File: src/rtl/button_debouncer.sv
// Push-button conditioner: synchroniser, stability-counter debounce FSM, registered level and one-cycle strobes.
// Define BUTTON_DEBOUNCER_REPEAT_EN to enable the hold-to-repeat strobe on btn_repeat.
module button_debouncer #(
  parameter int SYNC_STAGES     = 2,
  parameter int DEBOUNCE_CYCLES = 500000,
  parameter int CNT_W           = 20,
  parameter int REPEAT_DELAY    = 25000000,
  parameter int REPEAT_RATE     = 5000000,
  parameter int REP_W           = 25
) (
  input  logic clk,
  input  logic reset,
  input  logic btn_in,
  output logic btn_level,
  output logic btn_rise,
  output logic btn_fall,
  output logic btn_repeat
);

  if (SYNC_STAGES < 2 || DEBOUNCE_CYCLES < 1 || DEBOUNCE_CYCLES > (2 ** CNT_W) ||
      REPEAT_DELAY < 1 || REPEAT_RATE < 1 ||
      REPEAT_DELAY > (2 ** REP_W) || REPEAT_RATE > (2 ** REP_W)) begin : g_bad_params
    $error("button_debouncer: illegal parameter combination");
  end

  localparam logic [CNT_W-1:0] DEB_LAST = CNT_W'(DEBOUNCE_CYCLES - 1);

  typedef enum logic [1:0] {
    IDLE    = 2'd0,
    ARM_HI  = 2'd1,
    PRESSED = 2'd2,
    ARM_LO  = 2'd3
  } state_t;

  state_t                 state_q, state_d;
  logic [CNT_W-1:0]       cnt_q, cnt_d;
  logic [SYNC_STAGES-1:0] sync_q, sync_d;
  logic                   level_q, level_d;
  logic                   rise_q, rise_d;
  logic                   fall_q, fall_d;
  logic                   btn_sync;

  assign btn_sync = sync_q[SYNC_STAGES-1];

  always_comb begin
    sync_d = {sync_q[SYNC_STAGES-2:0], btn_in};
  end

  always_comb begin
    state_d = state_q;
    cnt_d   = cnt_q;
    level_d = level_q;
    rise_d  = 1'b0;
    fall_d  = 1'b0;
    case (state_q)
      IDLE: begin
        level_d = 1'b0;
        if (btn_sync) begin
          state_d = ARM_HI;
          cnt_d   = '0;
        end
      end
      ARM_HI: begin
        if (!btn_sync) begin
          state_d = IDLE;
        end else if (cnt_q == DEB_LAST) begin
          state_d = PRESSED;
          rise_d  = 1'b1;
          level_d = 1'b1;
        end else begin
          cnt_d = cnt_q + CNT_W'(1);
        end
      end
      PRESSED: begin
        level_d = 1'b1;
        if (!btn_sync) begin
          state_d = ARM_LO;
          cnt_d   = '0;
        end
      end
      ARM_LO: begin
        if (btn_sync) begin
          state_d = PRESSED;
        end else if (cnt_q == DEB_LAST) begin
          state_d = IDLE;
          fall_d  = 1'b1;
          level_d = 1'b0;
        end else begin
          cnt_d = cnt_q + CNT_W'(1);
        end
      end
      default: begin
        state_d = IDLE;
        cnt_d   = '0;
        level_d = 1'b0;
      end
    endcase
  end

  always_ff @(posedge clk) begin
    if (reset) begin
      sync_q  <= '0;
      state_q <= IDLE;
      cnt_q   <= '0;
      level_q <= 1'b0;
      rise_q  <= 1'b0;
      fall_q  <= 1'b0;
    end else begin
      sync_q  <= sync_d;
      state_q <= state_d;
      cnt_q   <= cnt_d;
      level_q <= level_d;
      rise_q  <= rise_d;
      fall_q  <= fall_d;
    end
  end

  assign btn_level = level_q;
  assign btn_rise  = rise_q;
  assign btn_fall  = fall_q;

`ifdef BUTTON_DEBOUNCER_REPEAT_EN
  localparam logic [REP_W-1:0] DELAY_LAST = REP_W'(REPEAT_DELAY - 1);
  localparam logic [REP_W-1:0] RATE_LAST  = REP_W'(REPEAT_RATE - 1);

  logic [REP_W-1:0] rep_cnt_q, rep_cnt_d;
  logic             rep_first_q, rep_first_d;
  logic             repeat_q, repeat_d;

  // rep_first_q selects the initial hold delay; after the first strobe the shorter rate applies.
  always_comb begin
    rep_cnt_d   = rep_cnt_q;
    rep_first_d = rep_first_q;
    repeat_d    = 1'b0;
    if (state_q == ARM_HI && state_d == PRESSED) begin
      rep_cnt_d   = '0;
      rep_first_d = 1'b1;
    end else if (state_q == PRESSED) begin
      if (rep_cnt_q == (rep_first_q ? DELAY_LAST : RATE_LAST)) begin
        repeat_d    = 1'b1;
        rep_cnt_d   = '0;
        rep_first_d = 1'b0;
      end else begin
        rep_cnt_d = rep_cnt_q + REP_W'(1);
      end
    end else if (state_q == IDLE) begin
      rep_cnt_d   = '0;
      rep_first_d = 1'b1;
    end
  end

  always_ff @(posedge clk) begin
    if (reset) begin
      rep_cnt_q   <= '0;
      rep_first_q <= 1'b1;
      repeat_q    <= 1'b0;
    end else begin
      rep_cnt_q   <= rep_cnt_d;
      rep_first_q <= rep_first_d;
      repeat_q    <= repeat_d;
    end
  end

  assign btn_repeat = repeat_q;
`else
  assign btn_repeat = 1'b0;
`endif

endmodule

File: config.mk
export PLATFORM = sky130hd
export DESIGN_NAME = button_debouncer
export DESIGN_NICKNAME = d
export VERILOG_FILES = /design/src/rtl/button_debouncer.sv
export SDC_FILE = /design/constraint.sdc
export NUM_CORES = 1
export LEC_CHECK = 0
export ABC_AREA = 1
export CORE_MARGIN = 2
export CORE_UTILIZATION = 30
export DETAILED_ROUTE_END_ITERATION = 10
export HOLD_SLACK_MARGIN = 0.03
export PLACE_DENSITY = 0.47
export SYNTH_ARGS = -nofsm -noshare
export SYNTH_HDL_FRONTEND = slang
export SYNTH_SLANG_ARGS = --single-unit
File: constraint.sdc
create_clock -name clk -period 4.6 [get_ports clk]
set_clock_uncertainty 0.1 [all_clocks]
set_input_delay 0.92 -clock clk [delete_from_list [all_inputs] [get_ports clk]]
set_output_delay 0.92 -clock clk [all_outputs]
set_load 0.02 [all_outputs]
After elaboration in Yosys (flattened, before gate mapping)
Cells that the tools add are included.
Cells by class
  $add $sub $neg: 1
  equal/unequal tests: 12
  muxes and demuxes: 19
  bitwise logic cells: 3
  reductions and logical operators: 6
Operators by type and width (count)
  2-to-1 mux 20 bit: 5
  case mux 20 bit (4 select lines): 1
  adder 20 x 1 -> 20 bit (second input constant): 1
  == test 20 x 19 -> 1 bit (second input constant): 1
  2-to-1 mux 2 bit: 6
  inequality test 2 bit (second input constant): 6
  AND reduction 4 bit: 3
  case mux 2 bit (4 select lines): 1
  inequality test 3 bit (second input constant): 2
  OR reduction 3 bit: 2
  2-to-1 mux 1 bit: 5
  == test 2 bit (second input constant): 2
  case mux 1 bit (4 select lines): 1
  NOT 1 bit: 3
  == test 2 x 1 -> 1 bit (second input constant): 1
  zero test 2 bit: 1
Storage, ports and cells
  register bits after elaboration: 27
  bits of input ports: 3
  logic and storage cells: 47

Longest topological paths before layout
  depth in word-level cells: 4
  gate-level depth with buffers: 11
  gate-level depth less buffers: 11

Least setup slack after synthesis
OpenSTA, ideal clock, no wires.
  kind: flip-flop to flip-flop
  start: register state_q[0]
  end: register cnt_q[11]
  setup time: 0.118 ns
  data arrival time: 1.361 ns
  required time: 4.382 ns
  slack: 3.021 ns
  cell stages (with the launch flop): 10
  path buffers: 1
  period minus slack after synthesis: 1.579 ns
  path through: dfxtp_1 -> inv_1 -> ha_1 -> nand2_1 -> nand2_2 -> nor2_8 -> nand2_4 -> buf_6 -> nor3_1 -> nor2_1
On the way
  cells in the longest elaborated chain, start to end: 3
  elaborated cells on any way between the ends: 10
  those cells by class: 7 x eq/ne; 1 x mux; 2 x reduce/logical
RTL lines
  start: declaration: line 35  | state_t state_q, state_d;
  start signal: assignment: line 110  | state_q <= state_d;
  == test 2 bit (tied with other cells): line 55  | case (state_q)
  inequality test 2 bit (no line)
  AND reduction 4 bit (no line)
  end signal: assignment: line 111  | cnt_q <= cnt_d;
  end: declaration: line 36  | logic [CNT_W-1:0] cnt_q, cnt_d;
Several ways; a longest one is shown, not always the timed one.
A chain may end at the register's enable or synchronous reset.

==> results_dict.tcl <==
set metrics [dict create \
    antenna_found_initial 0 \
    total_leakage_power_nw 0.747 \
    parity_gate_share_of_the_synthesized_area_counting_xor_and_xnor_cells_pct 2.50 \
    multi_input_area_um2 1000 \
    synth_fa_ha_area_share_pct 3.58 \
    critical-path-slowest-cell "clkdlybuf4s50_1" \
    coreArea_um2 5570 \
    drc 0 \
    synthesis.nets 278 \
    timing_max_transition_violations_final 0 \
    final_layout_size_suffix_gt1_share_pct 9.93 \
    avgSynthCellArea_um2 6.48 \
    synth_sequential_area_ratio_pct 30.9 \
    maxClockFrequency_mhz 432 \
    crit_arrival_ns 2.43 \
    cts_tree "done" \
    post-route-min-period_ns 2.32 \
    sequential_cell_area_um2 541 \
    postLayoutCoreUtil_pct 33.7 \
    grt.total_usage_pct 13.1 \
    synth.ff_latch_count 27 \
    cts_buffers 3 \
    route.detailed.wl_per_inst_um 11.1 \
    post_synth_and_or_nand_nor_area_fraction_pct 45.3 \
    dr.first_iter.drc_count 62 \
    largest_family_of_logic_cells_by_synthesized_area "simple AND/OR/NAND/NOR gates" \
    holdPathStages 2 \
    grt_max_degree 20 \
    clkLatencyLatePin_ns 0.28 \
    post-synth-top-area-cell "dfxtp_1" \
    final_net_count 281 \
    cts.clk_slew.worst_paths_ns 0.11 \
    power_density_nw_per_um2 355 \
    filler_cell_count 624 \
    area_growth_pct 7.51 \
    worst_vdd_rail_ir_drop_uv 224 \
    synth_edf_count 0 \
    worst_pin_slew_ns 0.501 \
    post_cts_resize_count 0 \
    worst-setup-path-type "input pin to register" \
    cts-root-buf "clkbuf_8" \
    critical_path_capture_point_type "register" \
    fp.dieW_um 80.4 \
    cts-htree-levels 1 \
    initial_core_util_pct 31.4 \
    rows 27 \
    ys.flop_type "dfxtp_1" \
    synth.top_cells.by_count "nand2_1 (71), nor2_1 (46), inv_1 (38), dfxtp_1 (27), nand3_1 (18)" \
    number_of_global_route_vias_before_repair 1420 \
    route.final.wire_length_um 3810 \
    post-dp-hpwl_um 2820 \
    holdBufCountCts 0 \
    insertedDiodeCount 0 \
    max_slew_margin_pct 66.5 \
    crit_path_max_fanout 13 \
    hold_class "register to register" \
    design.portCount 7 \
    yosys_warnings 0 \
    timing.critical_path.slowest_cell_delay_ns 0.66 \
    ys_types 32 \
    reg2reg_depth 8 \
    setup_viol_count_final 0 \
    max_cap_viol_count 0 \
    clock_sinks 27 \
    postSynthCellCount 270 \
    path_cells "clkdlybuf4s50_1 -> inv_1 -> o21ai_0 -> inv_1 -> nand2_1 -> nor2_1" \
    finalSetupTns_ns 0 \
    via_count 1540 \
    syn_area_um2 1750 \
    cts_setup_buffers 0 \
    synth_most_common_cell "nand2_1" \
    crit_path_frequent_cell "inv_1" \
    routabilityCongestion 0.817 \
    post-synth-top-area-fraction_pct 30.9 \
    final_hold_viol_count 0 \
    wire_length_of_the_first_global_routing_pass_um 6730 \
    floorplan.die_area_um2 6460 \
    run_status "completed" \
    synth_async_sr_flop_share_pct 0 \
    synth.area.mux_share_pct 0 \
    required_ns 4.72 \
    timing.critical_path.from_type "input pin" \
    rsz_0062_raised_after_global_routing "false" \
    synth-compound-area-share_pct 5.65 \
    max-clock-path-buffers 2 \
    chipHeight_um 80.4 \
    viasPerCell 4.48 \
    grt_overflow 0 \
    antenna_violating_nets_post_route 0 \
    synth.top_cells.by_area "dfxtp_1 (31%), nand2_1 (15%), nor2_1 (9.9%)" \
    firstDrtPassIters 4 \
    period_share_pct 50.3 \
    placement.io_buffers 5 \
]
==> sequential cells by signal, summed over array words and instances (netlist names), named ones only <==
signal	flops
state_q	1
btn_rise	1
btn_fall	1
sync_q	2
btn_level	1
cnt_q	20
==> critical path, delay by kind of cell <==
kind	cells	cell delay (ns)
buf+inv	3	1.21
simple gates	2	0.18
compound gates	1	0.11
==> worst paths after layout <==
check | to | slack, ns | start
setup / recovery | cnt_q[18] | 2.28 | reset
hold / removal | sync_q[1] | 0.32 | sync_q[0]
setup reg to reg | cnt_q[8] | 2.54 | state_q[0]
hold reg to reg | sync_q[1] | 0.32 | sync_q[0]
==> stage by stage <==
step / hold WS [ns] / total power [mW] / area (um^2) / std cells / worst slack [ns]
after floorplan: 0.288 / 0.491 / 1750 / 270 / 3.02
after global placement: 0.304 / 0.533 / 1830 / 340 / 1.99
after detailed placement: 0.303 / 0.531 / 1830 / 340 / 1.93
after CTS: 0.321 / 0.678 / 1880 / 344 / 2.24
after global routing: 0.344 / 0.717 / 1880 / 344 / 2.09
final: 0.316 / 0.667 / 1880 / 344 / 2.28
==> where the power goes <==
| group | internal, mW | total [mW] | leakage, nW | switching [mW] |
|---|---|---|---|---|
| sequential | 0.248 | 0.265 | 0.218 | 0.0162 |
| combinational | 0.0671 | 0.258 | 0.507 | 0.190 |
| clock | 0.0616 | 0.145 | 0.0217 | 0.0829 |
==> logic make-up after synthesis <==
kind of cell             after synthesis
adder cells (fa/ha/maj)                5
buffers and inverters                 47
AO/OA/AOI/OAI                         17
AND/OR/NAND/NOR                      168
flip-flops                            27
other                                  1
XOR/XNOR                               5
==> layout make-up <==
type,count,area share [%]
Sequential cell,27,28.7
Timing Repair Buffer,5,2.66
Clock inverter,1,0.399
Clock buffer,3,2.20
Inverter,40,7.98
Multi-Input combinational cell,196,53.2
Tap cell,72,4.79
==> layer usage <==
layer	up-vias	part of all wire (%)	GRT usage, %
met2	14	46	20.6
met5	-	0	0
met1	685	52	18.7
met4	0	0.95	3.56
met3	4	1.9	1.69
li1	837	-	-
==> placed cells by master, fill, tap and decap left out <==
| master | netlist | final |
|---|---|---|
| nor4_1 | 1 | 1 |
| nand2_2 | 3 | 3 |
| a21oi_2 | 2 | 2 |
| nor2_2 | 5 | 5 |
| nor2_8 | 1 | 1 |
| nor3_1 | 5 | 5 |
| xor2_1 | 5 | 5 |
| clkbuf_8 | 0 | 3 |
| o21ai_0 | 4 | 4 |
| nand2_4 | 1 | 1 |
| nor2_1 | 46 | 46 |
| conb_1 | 1 | 1 |
| nor3_2 | 1 | 1 |
| o21ai_1 | 2 | 2 |
| nand2_1 | 71 | 71 |
| dfxtp_1 | 27 | 27 |
| a31o_2 | 1 | 1 |
| nand3_2 | 2 | 2 |
| inv_1 | 38 | 38 |
| nand3_1 | 18 | 18 |
| ha_1 | 5 | 5 |
| nand4_4 | 1 | 1 |
| inv_2 | 2 | 2 |
| nor2_4 | 3 | 3 |
| clkinvlp_4 | 0 | 1 |
| clkdlybuf4s50_1 | 0 | 5 |
| a21oi_1 | 7 | 7 |
| nand4_1 | 8 | 8 |
| or2_4 | 1 | 1 |
| o21bai_1 | 1 | 1 |
| nor2b_1 | 1 | 1 |
No activity file was read; power rests on OpenSTA's default activity.
